==> config.mk <==
export PLATFORM = sky130hd
export DESIGN_NAME = reset_sequencer
export DESIGN_NICKNAME = d
export VERILOG_FILES = /design/src/rtl/reset_sequencer_pkg.sv /design/src/rtl/reset_sequencer_sync_ff.sv /design/src/rtl/reset_sequencer.sv
export SDC_FILE = /design/constraint.sdc
export NUM_CORES = 1
export LEC_CHECK = 0
export ABC_CLOCK_PERIOD_IN_PS = 2750
export BUFFER_PORTS_ARGS = -buffer_cell sky130_fd_sc_hd__buf_2
export CORE_UTILIZATION = 25
export DETAILED_ROUTE_END_ITERATION = 16
export PLACE_DENSITY = 0.48
export REMOVE_ABC_BUFFERS = 1
export SLEW_MARGIN = 20
export SYNTH_ARGS = -nofsm -noshare
export SYNTH_HDL_FRONTEND = slang
export SYNTH_SLANG_ARGS = --single-unit
export TNS_END_PERCENT = 1
==> constraint.sdc <==
create_clock -name clk_ext -period 2.75 [get_ports clk_ext]
set_input_delay 0.55 -clock clk_ext [delete_from_list [all_inputs] [get_ports clk_ext]]
set_output_delay 0.55 -clock clk_ext [all_outputs]
set_load 0.05 [all_outputs]
==> src/rtl/reset_sequencer_pkg.sv <==
// reset_sequencer_pkg: sequencer state type, default timing constants and saturating counter helper
package reset_sequencer_pkg;
   typedef enum logic [1:0] {HOLD, WAIT_LOCK, RUN} reset_seq_state_t;
   localparam int unsigned DEF_HOLD_CYCLES  = 128;
   localparam int unsigned DEF_LOCK_STABLE  = 16;
   localparam int unsigned DEF_LOCK_TIMEOUT = 65536;
   localparam int unsigned DEF_SYNC_STAGES  = 2;
   function automatic logic [7:0] sat_inc(input logic [7:0] v);
      return (v == 8'hff) ? v : v + 8'd1;
   endfunction
endpackage

==> src/rtl/reset_sequencer_sync_ff.sv <==
// reset_sequencer_sync_ff: SYNC_STAGES-flop bit synchronizer, async reset to 0
module reset_sequencer_sync_ff import reset_sequencer_pkg::*; #(
   parameter int unsigned SYNC_STAGES = DEF_SYNC_STAGES
) (
   input  logic clk_ext,
   input  logic reset,
   input  logic d,
   output logic q
);
   logic [SYNC_STAGES-1:0] sync_q, sync_d;
   always_comb sync_d = {sync_q[SYNC_STAGES-2:0], d};
   always_ff @(posedge clk_ext or posedge reset)
      if (reset) sync_q <= '0;
      else       sync_q <= sync_d;
   assign q = sync_q[SYNC_STAGES-1];
endmodule

==> src/rtl/reset_sequencer.sv <==
// reset_sequencer: merges board reset, soft-reset request and clock lock into a clean ClockManager reset
module reset_sequencer import reset_sequencer_pkg::*; #(
   parameter int unsigned HOLD_CYCLES  = DEF_HOLD_CYCLES,
   parameter int unsigned LOCK_STABLE  = DEF_LOCK_STABLE,
   parameter int unsigned LOCK_TIMEOUT = DEF_LOCK_TIMEOUT,
   parameter int unsigned SYNC_STAGES  = DEF_SYNC_STAGES
) (
   input  logic       clk_ext,
   input  logic       reset,
   input  logic       cmd_reset_req,
   input  logic       clk_locked,
   output logic       mgr_reset,
   output logic       ready,
   output logic       lock_timeout,
   output logic [7:0] reseq_count
);
   localparam int unsigned HW = $clog2(HOLD_CYCLES);
   localparam int unsigned SW = $clog2(LOCK_STABLE);
   localparam int unsigned TW = $clog2(LOCK_TIMEOUT);
   localparam logic [HW-1:0] HOLD_INIT  = HW'(HOLD_CYCLES - 1);
   localparam logic [SW-1:0] STABLE_MAX = SW'(LOCK_STABLE - 1);
   localparam logic [TW-1:0] TO_MAX     = TW'(LOCK_TIMEOUT - 1);

   logic req_s, lock_s;
   reset_seq_state_t state_q, state_d;
   logic [HW-1:0] hold_cnt_q, hold_cnt_d;
   logic [SW-1:0] stable_cnt_q, stable_cnt_d;
   logic [TW-1:0] to_cnt_q, to_cnt_d;
   logic req_s_dly_q, evt_q, evt_d;
   logic mgr_reset_q, mgr_reset_d, ready_q, ready_d, lock_timeout_q, lock_timeout_d;
   logic [7:0] reseq_count_q, reseq_count_d;
   logic timeout_hit, to_hold;

   reset_sequencer_sync_ff #(.SYNC_STAGES(SYNC_STAGES)) u_req_sync (
      .clk_ext(clk_ext), .reset(reset), .d(cmd_reset_req), .q(req_s));
   reset_sequencer_sync_ff #(.SYNC_STAGES(SYNC_STAGES)) u_lock_sync (
      .clk_ext(clk_ext), .reset(reset), .d(clk_locked), .q(lock_s));

   // The request edge is registered so the FSM acts SYNC_STAGES+2 cycles after the input moves
   always_comb begin
      evt_d        = req_s & ~req_s_dly_q;
      timeout_hit  = (state_q == WAIT_LOCK) && (to_cnt_q == TO_MAX);
      to_hold      = (state_q == WAIT_LOCK) ? (evt_q | timeout_hit)
                   : (state_q == RUN)       ? (evt_q | ~lock_s) : 1'b0;
      state_d      = to_hold                ? HOLD
                   : (state_q == HOLD)      ? ((hold_cnt_q == '0 && !req_s) ? WAIT_LOCK : HOLD)
                   : (state_q == WAIT_LOCK) ? ((lock_s && stable_cnt_q == STABLE_MAX) ? RUN : WAIT_LOCK)
                   : state_q;
      hold_cnt_d   = to_hold ? HOLD_INIT
                   : (state_q == HOLD && hold_cnt_q != '0) ? hold_cnt_q - HW'(1) : hold_cnt_q;
      stable_cnt_d = (state_q == WAIT_LOCK && state_d == WAIT_LOCK && lock_s) ? stable_cnt_q + SW'(1) : '0;
      to_cnt_d     = (state_q == WAIT_LOCK && state_d == WAIT_LOCK) ? to_cnt_q + TW'(1) : '0;
      mgr_reset_d    = (state_d == HOLD);
      ready_d        = (state_d == RUN);
      lock_timeout_d = lock_timeout_q | timeout_hit;
      reseq_count_d  = to_hold ? sat_inc(reseq_count_q) : reseq_count_q;
   end

   always_ff @(posedge clk_ext or posedge reset) begin
      if (reset) begin
         state_q        <= HOLD;
         hold_cnt_q     <= HOLD_INIT;
         stable_cnt_q   <= '0;
         to_cnt_q       <= '0;
         req_s_dly_q    <= 1'b0;
         evt_q          <= 1'b0;
         mgr_reset_q    <= 1'b1;
         ready_q        <= 1'b0;
         lock_timeout_q <= 1'b0;
         reseq_count_q  <= '0;
      end else begin
         state_q        <= state_d;
         hold_cnt_q     <= hold_cnt_d;
         stable_cnt_q   <= stable_cnt_d;
         to_cnt_q       <= to_cnt_d;
         req_s_dly_q    <= req_s;
         evt_q          <= evt_d;
         mgr_reset_q    <= mgr_reset_d;
         ready_q        <= ready_d;
         lock_timeout_q <= lock_timeout_d;
         reseq_count_q  <= reseq_count_d;
      end
   end

   assign mgr_reset    = mgr_reset_q;
   assign ready        = ready_q;
   assign lock_timeout = lock_timeout_q;
   assign reseq_count  = reseq_count_q;
endmodule

==> metrics.csv, run 1 <==
stage,metric,value,unit
timing,setup violators final,0,
worst_setup_path,Top Family by Delay on Critical Path,simple AND/OR/NAND/NOR gates,
synthesis,Main synth FF type,dfrtp_1,
pwr,Sw Share,0.329,
routing,DRC violations left,0,
final_layout,Post-Layout Cell Count,321,
cts,CTS Sinks,46,
global_routing,global-route wire length before repair,6350,um
routing,vias per cell,4.25,
cts,CTS H-Tree Depth,2,
synthesis,"flops & latches, synth",46,
worst_setup_path,crit path kind,reg2reg,
final_layout,layout cells sized above 1,0.190,
worst_setup_path,critical path peak fanout,10,
timing,RSZ-0062 raised after global routing,false,
cts,Skew-Pair Late Insertion Delay,0.29,ns
timing,Worst Tran Pin Value,0.906,ns
pwr,clock power share,0.254,
global_routing,total global routing track utilization,0.0926,
placed_design,hpwl dp,2480,um
placed_design,IO Port Bufs,14,
pwr,Int Pwr,1140,uW
routing,antenna-violating nets left,0,
die,die boundary height,94.3,um
routing,drt initial violations,63,
worst_setup_path,slowest cell delay on critical path,0.58,ns
timing,Tcrit/Tclk final,0.724,
cts,TritonCTS Buffers,5,
pwr,Peak VDD IR,0.288,mV
hold_path,worst hold path type,reg2reg,
synthesis,Synth async-reset ratio,1.00,
worst_setup_path,CP Capture Type,register,
placed_design,placer congestion estimate,0.692,
cts,hold buffers post-CTS,0,
pwr,Switch Pwr,557,uW
worst_setup_path,reg2reg path depth,5,
global_routing,vias in the first global route,1367,
synthesis,"Avg Cell Area, Syn",10.9,um^2
pwr,leakage power,0.00105,uW
pwr,Flop pwr share,0.520,
synthesis,largest cells by area after synthesis,"dfrtp_1 (45%), dfstp_2 (9.9%), xor2_1 (6.6%), nor2_1 (4.8%), xnor2_1 (4.5%)",
routing,drt pass-1 iters,4,
global_routing,initial antenna violation count,0,
die,core area,0.00822,mm^2
cts,CTS max path bufs,2,
final_layout,area grow syn2layout,13.2,%
routing,Vias,1365,
timing,Worst Skew,0.00731,ns
timing,min Tclk post-route,1.99,ns
die,width of the die,94.3,um
die,die area,0.00890,mm^2
worst_setup_path,cells along the critical path,and4_4 -> and4_1 -> a311oi_4 -> or2_1 -> o211ai_1,
final_layout,# diodes,0,
final_layout,fin nets,224,
timing,f_max,0.502,GHz
timing,worst rel slew slack,0.395,
synthesis,Post-synth EDFFs,0,
timing,Setup TNS,0,ns
worst_setup_path,Critical Path RT,2.96,ns
cts,CTS resizes,0,
run,MaxCap Viol Count,0,
synthesis,Synth Instances,196,
worst_setup_path,crit path DAT,2.21,ns
pwr,cell area power density,702,mW/mm^2
cts,CTS root buf,clkbuf_8,
synthesis,Mapped Area,0.00213,mm^2
final_layout,FILL cells,862,
cts,CTS tree,built,
cts,Post-CTS Setup Inserts,0,
timing,Fin. Hold Viols,0,
synthesis,area share of the largest cell type after synthesis,0.446,
synthesis,Synth Warn #,0,
synthesis,most numerous cell in the Yosys netlist,dfrtp_1,
outcome,status,"complete, no violations",
timing,Max Transition Viols Final,0,
hold_path,WHS Path Cells,0,
synthesis,cell taking the most area after synthesis,dfrtp_1,
worst_setup_path,Buf/Inv on CP,0,
synthesis,Cell variety after synth,41,
worst_setup_path,CP Depth,5,
global_routing,largest net degree at the start of global routing,44,
cts,clk slew on worst S/H paths,0.09,ns
routing,Wirelength per Cell,11.3,um
synthesis,most frequent cells after synthesis,"dfrtp_1 (38), nor2_1 (27), nand2_1 (16), xor2_1 (16), nand3_1 (12)",
die,num rows,33,
pwr,logic gate share of total power,0.226,
synthesis,sequential area share after synthesis,0.545,
worst_setup_path,slowest CP cell,a311oi_4,
global_routing,grt ovf,0,
die,Initial Utilization,0.259,
die,io pins,15,
worst_setup_path,crit start category,register,
routing,final WL,3620,um
placed_design,Placed Cells,313,
-- metrics by stage --
step	area, um^2	hold WS [ns]	total power, uW	utilization	setup WS, ns
final	2410	0.353	1690	0.293	0.759
after global routing	2410	0.348	1810	0.293	0.615
after CTS	2410	0.355	1720	0.293	0.725
after detailed placement	2320	0.336	1280	0.282	0.727
after global placement	2320	0.336	1280	0.282	0.759
after floorplan	2110	0.331	1190	-	0.836
-- cells in the final DEF, fill, tap and decap left out, types with 2 or more instances in the layout --
cell type	instances
o21ai_1	2
buf_2	14
xnor2_1	11
ha_1	5
and4_1	2
nand3_1	12
nor4_1	2
a21oi_1	3
nand4_1	3
nor2_1	27
nor2b_1	4
nand2b_1	3
dfrtp_1	38
dfstp_2	8
xor2_1	16
inv_1	6
and3_1	4
nor3_1	8
clkbuf_8	6
nand2_1	16
and4_4	3
-- cells by family after synthesis --
kind of cell / share of synthesized area
adders and majority gates: 0.0294
xor gates and xnor gates: 0.111
DFF: 0.545
AOI/OAI and AO/OA: 0.0458
buffers and inverters: 0.0235
muxes: 0.0123
and+or+nand+nor: 0.233
-- power groups by stage --
stage          Sequential [uW]  Clock [uW]  Combinational (uW)
2_1_floorplan              972           0                 214
3_3_place_gp               893           0                 385
3_5_place_dp               893           0                 390
4_1_cts                    882         449                 391
5_1_grt                    900         472                 438
6_report                   881         429                 383
-- area by class of cell --
type                       instances  area (um^2)  share of cell area
tap                              105          131              0.0545
multi-input combinational        140          920               0.381
clock buffer                       6         82.6              0.0343
inverter                           7         26.3              0.0109
timing repair buffer              15         77.6              0.0322
clock inverter                     2         12.5             0.00519
sequential                        46         1160               0.482
-- flip-flops by register name (all words and copies together), names as in the netlist --
name                count
to_cnt_q               16
reseq_count             8
hold_cnt_q              7
stable_cnt_q            4
state_q                 2
u_lock_sync.sync_q      2
u_req_sync.sync_q       2
evt_q                   1
lock_timeout            1
mgr_reset               1
ready                   1
req_s_dly_q             1
-- final timing paths --
check | start | to | slack (ns)
max in group asynchronous | reset | hold_cnt_q[4] | 1.61
worst max register to register | to_cnt_q[11] | hold_cnt_q[1] | 0.76
worst min register to register | u_req_sync.sync_q[0] | u_req_sync.sync_q[1] | 0.35
min in group asynchronous | reset | ready | 0.45
worst min-delay path | u_req_sync.sync_q[0] | u_req_sync.sync_q[1] | 0.35
worst max-delay path | to_cnt_q[11] | hold_cnt_q[1] | 0.76
-- layer usage --
layer / vias up / GRT usage / share of wire
met1: 643 / 0.133 / 0.54
met5: - / 0 / 0
met4: 0 / 0.0269 / 0.0099
met2: 16 / 0.133 / 0.41
met3: 5 / 0.0283 / 0.038
li1: 701 / - / -
Note: power is estimated with default switching activity, not from simulation.
==> run 2: changes to the inputs <==
Settings changed: ABC_CLOCK_PERIOD_IN_PS 2750 to 1900.
Clock period 2.75 ns to 1.9 ns, I/O delays scaled along.
==> run 2 against run 1 <==
Compared with the run above:
- die area unchanged
- clock-buffer cell count up 2
- worst setup slack worse by 0.67 ns
- sequential power up 44%
- final area up 5.1%
- first-iteration DRC count down 44%
- sequential cell count unchanged
- register-to-register slack worse by 0.67 ns
- critical path depth up 1
- cell count up 3.1%
- sequential share of layout area down 2.4 points
- hold slack worse by 0.27 ns
- critical path type unchanged
- critical endpoint is now reseq_count[7]
- largest cell class unchanged
- highest routed layer unchanged
==> metrics.csv, run 2 (same netlist as run 1, synthesis figures left out) <==
stage,metric,value,unit,change
worst_setup_path,worst setup path startpoint,to_cnt_q[10],,was to_cnt_q[11]
die,core area,0.00822,mm^2,unchanged
global_routing,met2 usage,0.150,,was 0.133
routing,drt initial violations,35,,was 63
cts,CTS H-Tree Depth,2,,unchanged
worst_setup_path,crit path kind,reg2reg,,unchanged
cts,CTS max path bufs,2,,unchanged
pwr,cell area power density,996,mW/mm^2,was 702 mW/mm^2
worst_setup_path,slowest cell delay on critical path,0.39,ns,was 0.58 ns
routing,DRC violations left,0,,unchanged
timing,Fin Hold WS,0.0823,ns,was 0.353 ns
cts,CTS tree,built,,unchanged
routing,final WL,3720,um,was 3620 um
die,num rows,33,,unchanged
timing,Max Transition Viols Final,0,,unchanged
cts,Skew-Pair Late Insertion Delay,0.29,ns,about the same
global_routing,vias in the first global route,1470,,was 1367
final_layout,"commonest non-fill, non-tap cell in the layout",dfrtp_1,,unchanged
die,width of the die,94.3,um,unchanged
final_layout,area grow syn2layout,19.0,%,was 13.2%
timing,f_max,0.552,GHz,was 0.502 GHz
final_layout,# diodes,0,,unchanged
timing,Tcrit/Tclk final,0.953,,was 0.724
cts,CTS Sinks,46,,unchanged
timing,Worst Tran Pin Value,0.436,ns,was 0.906 ns
global_routing,grt met1 use,0.132,,was 0.133
global_routing,global-route wire length before repair,6770,um,was 6350 um
die,die boundary height,94.3,um,unchanged
worst_setup_path,CP Capture Type,register,,unchanged
timing,RSZ-0062 raised after global routing,false,,unchanged
final_layout,most frequent cells in the layout,"dfrtp_1 (38), nor2_1 (27), nand2_1 (16), xor2_1 (16), buf_2 (14)",,unchanged
placed_design,placer congestion estimate,0.705,,was 0.692
worst_setup_path,R2R Path Start,to_cnt_q[10],,was to_cnt_q[11]
worst_setup_path,crit start category,register,,unchanged
timing,setup violators final,0,,unchanged
routing,drt pass-1 iters,4,,unchanged
hold_path,worst hold path type,in2async,,was reg2reg
routing,Vias,1398,,was 1365
final_layout,max FFs per register,16,,unchanged
routing,vias per cell,4.22,,was 4.25
timing,worst rel slew slack,0.709,,was 0.395
final_layout,fin nets,234,,was 224
worst_setup_path,Critical Path RT,2.08,ns,was 2.96 ns
routing,Wirelength per Cell,11.2,um,was 11.3 um
timing,Setup TNS,0,ns,unchanged
die,Initial Utilization,0.259,,unchanged
global_routing,M3 GR Usage,0.0299,,was 0.0283
outcome,status,"complete, no violations",,unchanged
global_routing,initial antenna violation count,0,,unchanged
die,die area,0.00890,mm^2,unchanged
global_routing,largest net degree at the start of global routing,29,,was 44
timing,Worst Skew,0.0108,ns,was 0.00731 ns
run,MaxCap Viol Count,0,,unchanged
final_layout,FILL cells,847,,was 862
cts,hold buffers post-CTS,0,,unchanged
cts,TritonCTS Buffers,5,,unchanged
timing,min Tclk post-route,1.81,ns,was 1.99 ns
global_routing,grt ovf,0,,unchanged
worst_setup_path,cells along the critical path,and4_4 -> and4_2 -> a311oi_4 -> buf_12 -> nor3_2 -> mux2_1,,was and4_4 -> and4_1 -> a311oi_4 -> or2_1 -> o211ai_1
global_routing,layer with the highest usage,met2,,was met1
global_routing,total global routing track utilization,0.0965,,was 0.0926
final_layout,layout cells sized above 1,0.239,,was 0.190
placed_design,hpwl dp,2660,um,was 2480 um
worst_setup_path,critical path peak fanout,10,,unchanged
timing,Fin. Hold Viols,0,,unchanged
placed_design,IO Port Bufs,14,,unchanged
die,io pins,15,,unchanged
pwr,Peak VDD IR,0.306,mV,was 0.288 mV
pwr,leakage power,0.00112,uW,was 0.00105 uW
final_layout,Biggest register,to_cnt_q,,unchanged
cts,clk slew on worst S/H paths,0.09,ns,about the same
worst_setup_path,crit path DAT,1.99,ns,was 2.21 ns
worst_setup_path,slowest CP cell,dfrtp_1,,was a311oi_4
routing,antenna-violating nets left,0,,unchanged
cts,CTS root buf,clkbuf_8,,unchanged
run 2: cell types whose count changed in the layout (fill, tap and decap cells not counted), sizes merged:
cell	change
clkinvlp	-1
clkbuf	+2
buf	+10
clkinv	-1
run 2: repair_timing:
action	4_1_cts	5_1_grt
resized for setup	0	3
setup buffers	0	0
endpoints found under the setup margin	0	7
run 2: power breakdown:
group	leakage [uW]	switching, uW	internal (uW)
clock network	0.0000575	313	368
logic	0.000466	356	215
registers	0.000596	118	1160
total	0.00112	787	1740
run 2: per-layer routing:
metal  wire [um]  part of all wire  vias to the layer above
li1            -                 -                      720
met1        1920              0.52                      663
met2        1670              0.45                       13
met3         112             0.030                        2
met4          19            0.0051                        0
met5           0                 0                        -
run 2: worst max-delay path: cells and delay by family, from the launching register on:
kind | cells | cell delay, ns
AND/OR/NAND/NOR | 3 | 0.71
buffers and inverters | 1 | 0.16
AO/OA/AOI/OAI | 1 | 0.11
multiplexers | 1 | 0.33
flip-flops | 1 | 0.39
run 2: metrics by stage:
| step | std cells | setup WS [ns] | cell area, um^2 | power [uW] | utilization |
|---|---|---|---|---|---|
| after CTS | 331 | 0.0423 | 2530 | 2570 | 0.307 |
| after floorplan | 193 | -0.0137 | 2110 | 1720 | - |
| after global routing | 331 | 0.00213 | 2530 | 2700 | 0.309 |
| final | 331 | 0.0898 | 2530 | 2520 | 0.309 |
| after global placement | 323 | 0.0925 | 2420 | 1860 | 0.294 |
| after detailed placement | 323 | 0.0418 | 2420 | 1870 | 0.294 |
run 2: final timing paths:
| kind | end | slack, ns | depth (start not counted) |
|---|---|---|---|
| max | reseq_count[7] | 0.09 | 6 |
| min | u_lock_sync.sync_q[0] | 0.08 | 2 |
| max reg2reg | reseq_count[7] | 0.09 | 6 |
| min reg2reg | u_req_sync.sync_q[1] | 0.35 | 0 |
| max in group asynchronous | hold_cnt_q[5] | 1.24 | 3 |
| min in group clk_ext | u_lock_sync.sync_q[0] | 0.20 | 1 |
run 2: final cells by class:
| class | instances | area [um^2] | share of cell area |
|---|---|---|---|
| clock buffer | 8 | 110 | 0.0434 |
| tap | 105 | 131 | 0.0518 |
| timing repair buffer | 25 | 178 | 0.0701 |
| multi-input combinational | 140 | 928 | 0.366 |
| inverter | 7 | 26.3 | 0.0104 |
| sequential | 46 | 1160 | 0.458 |
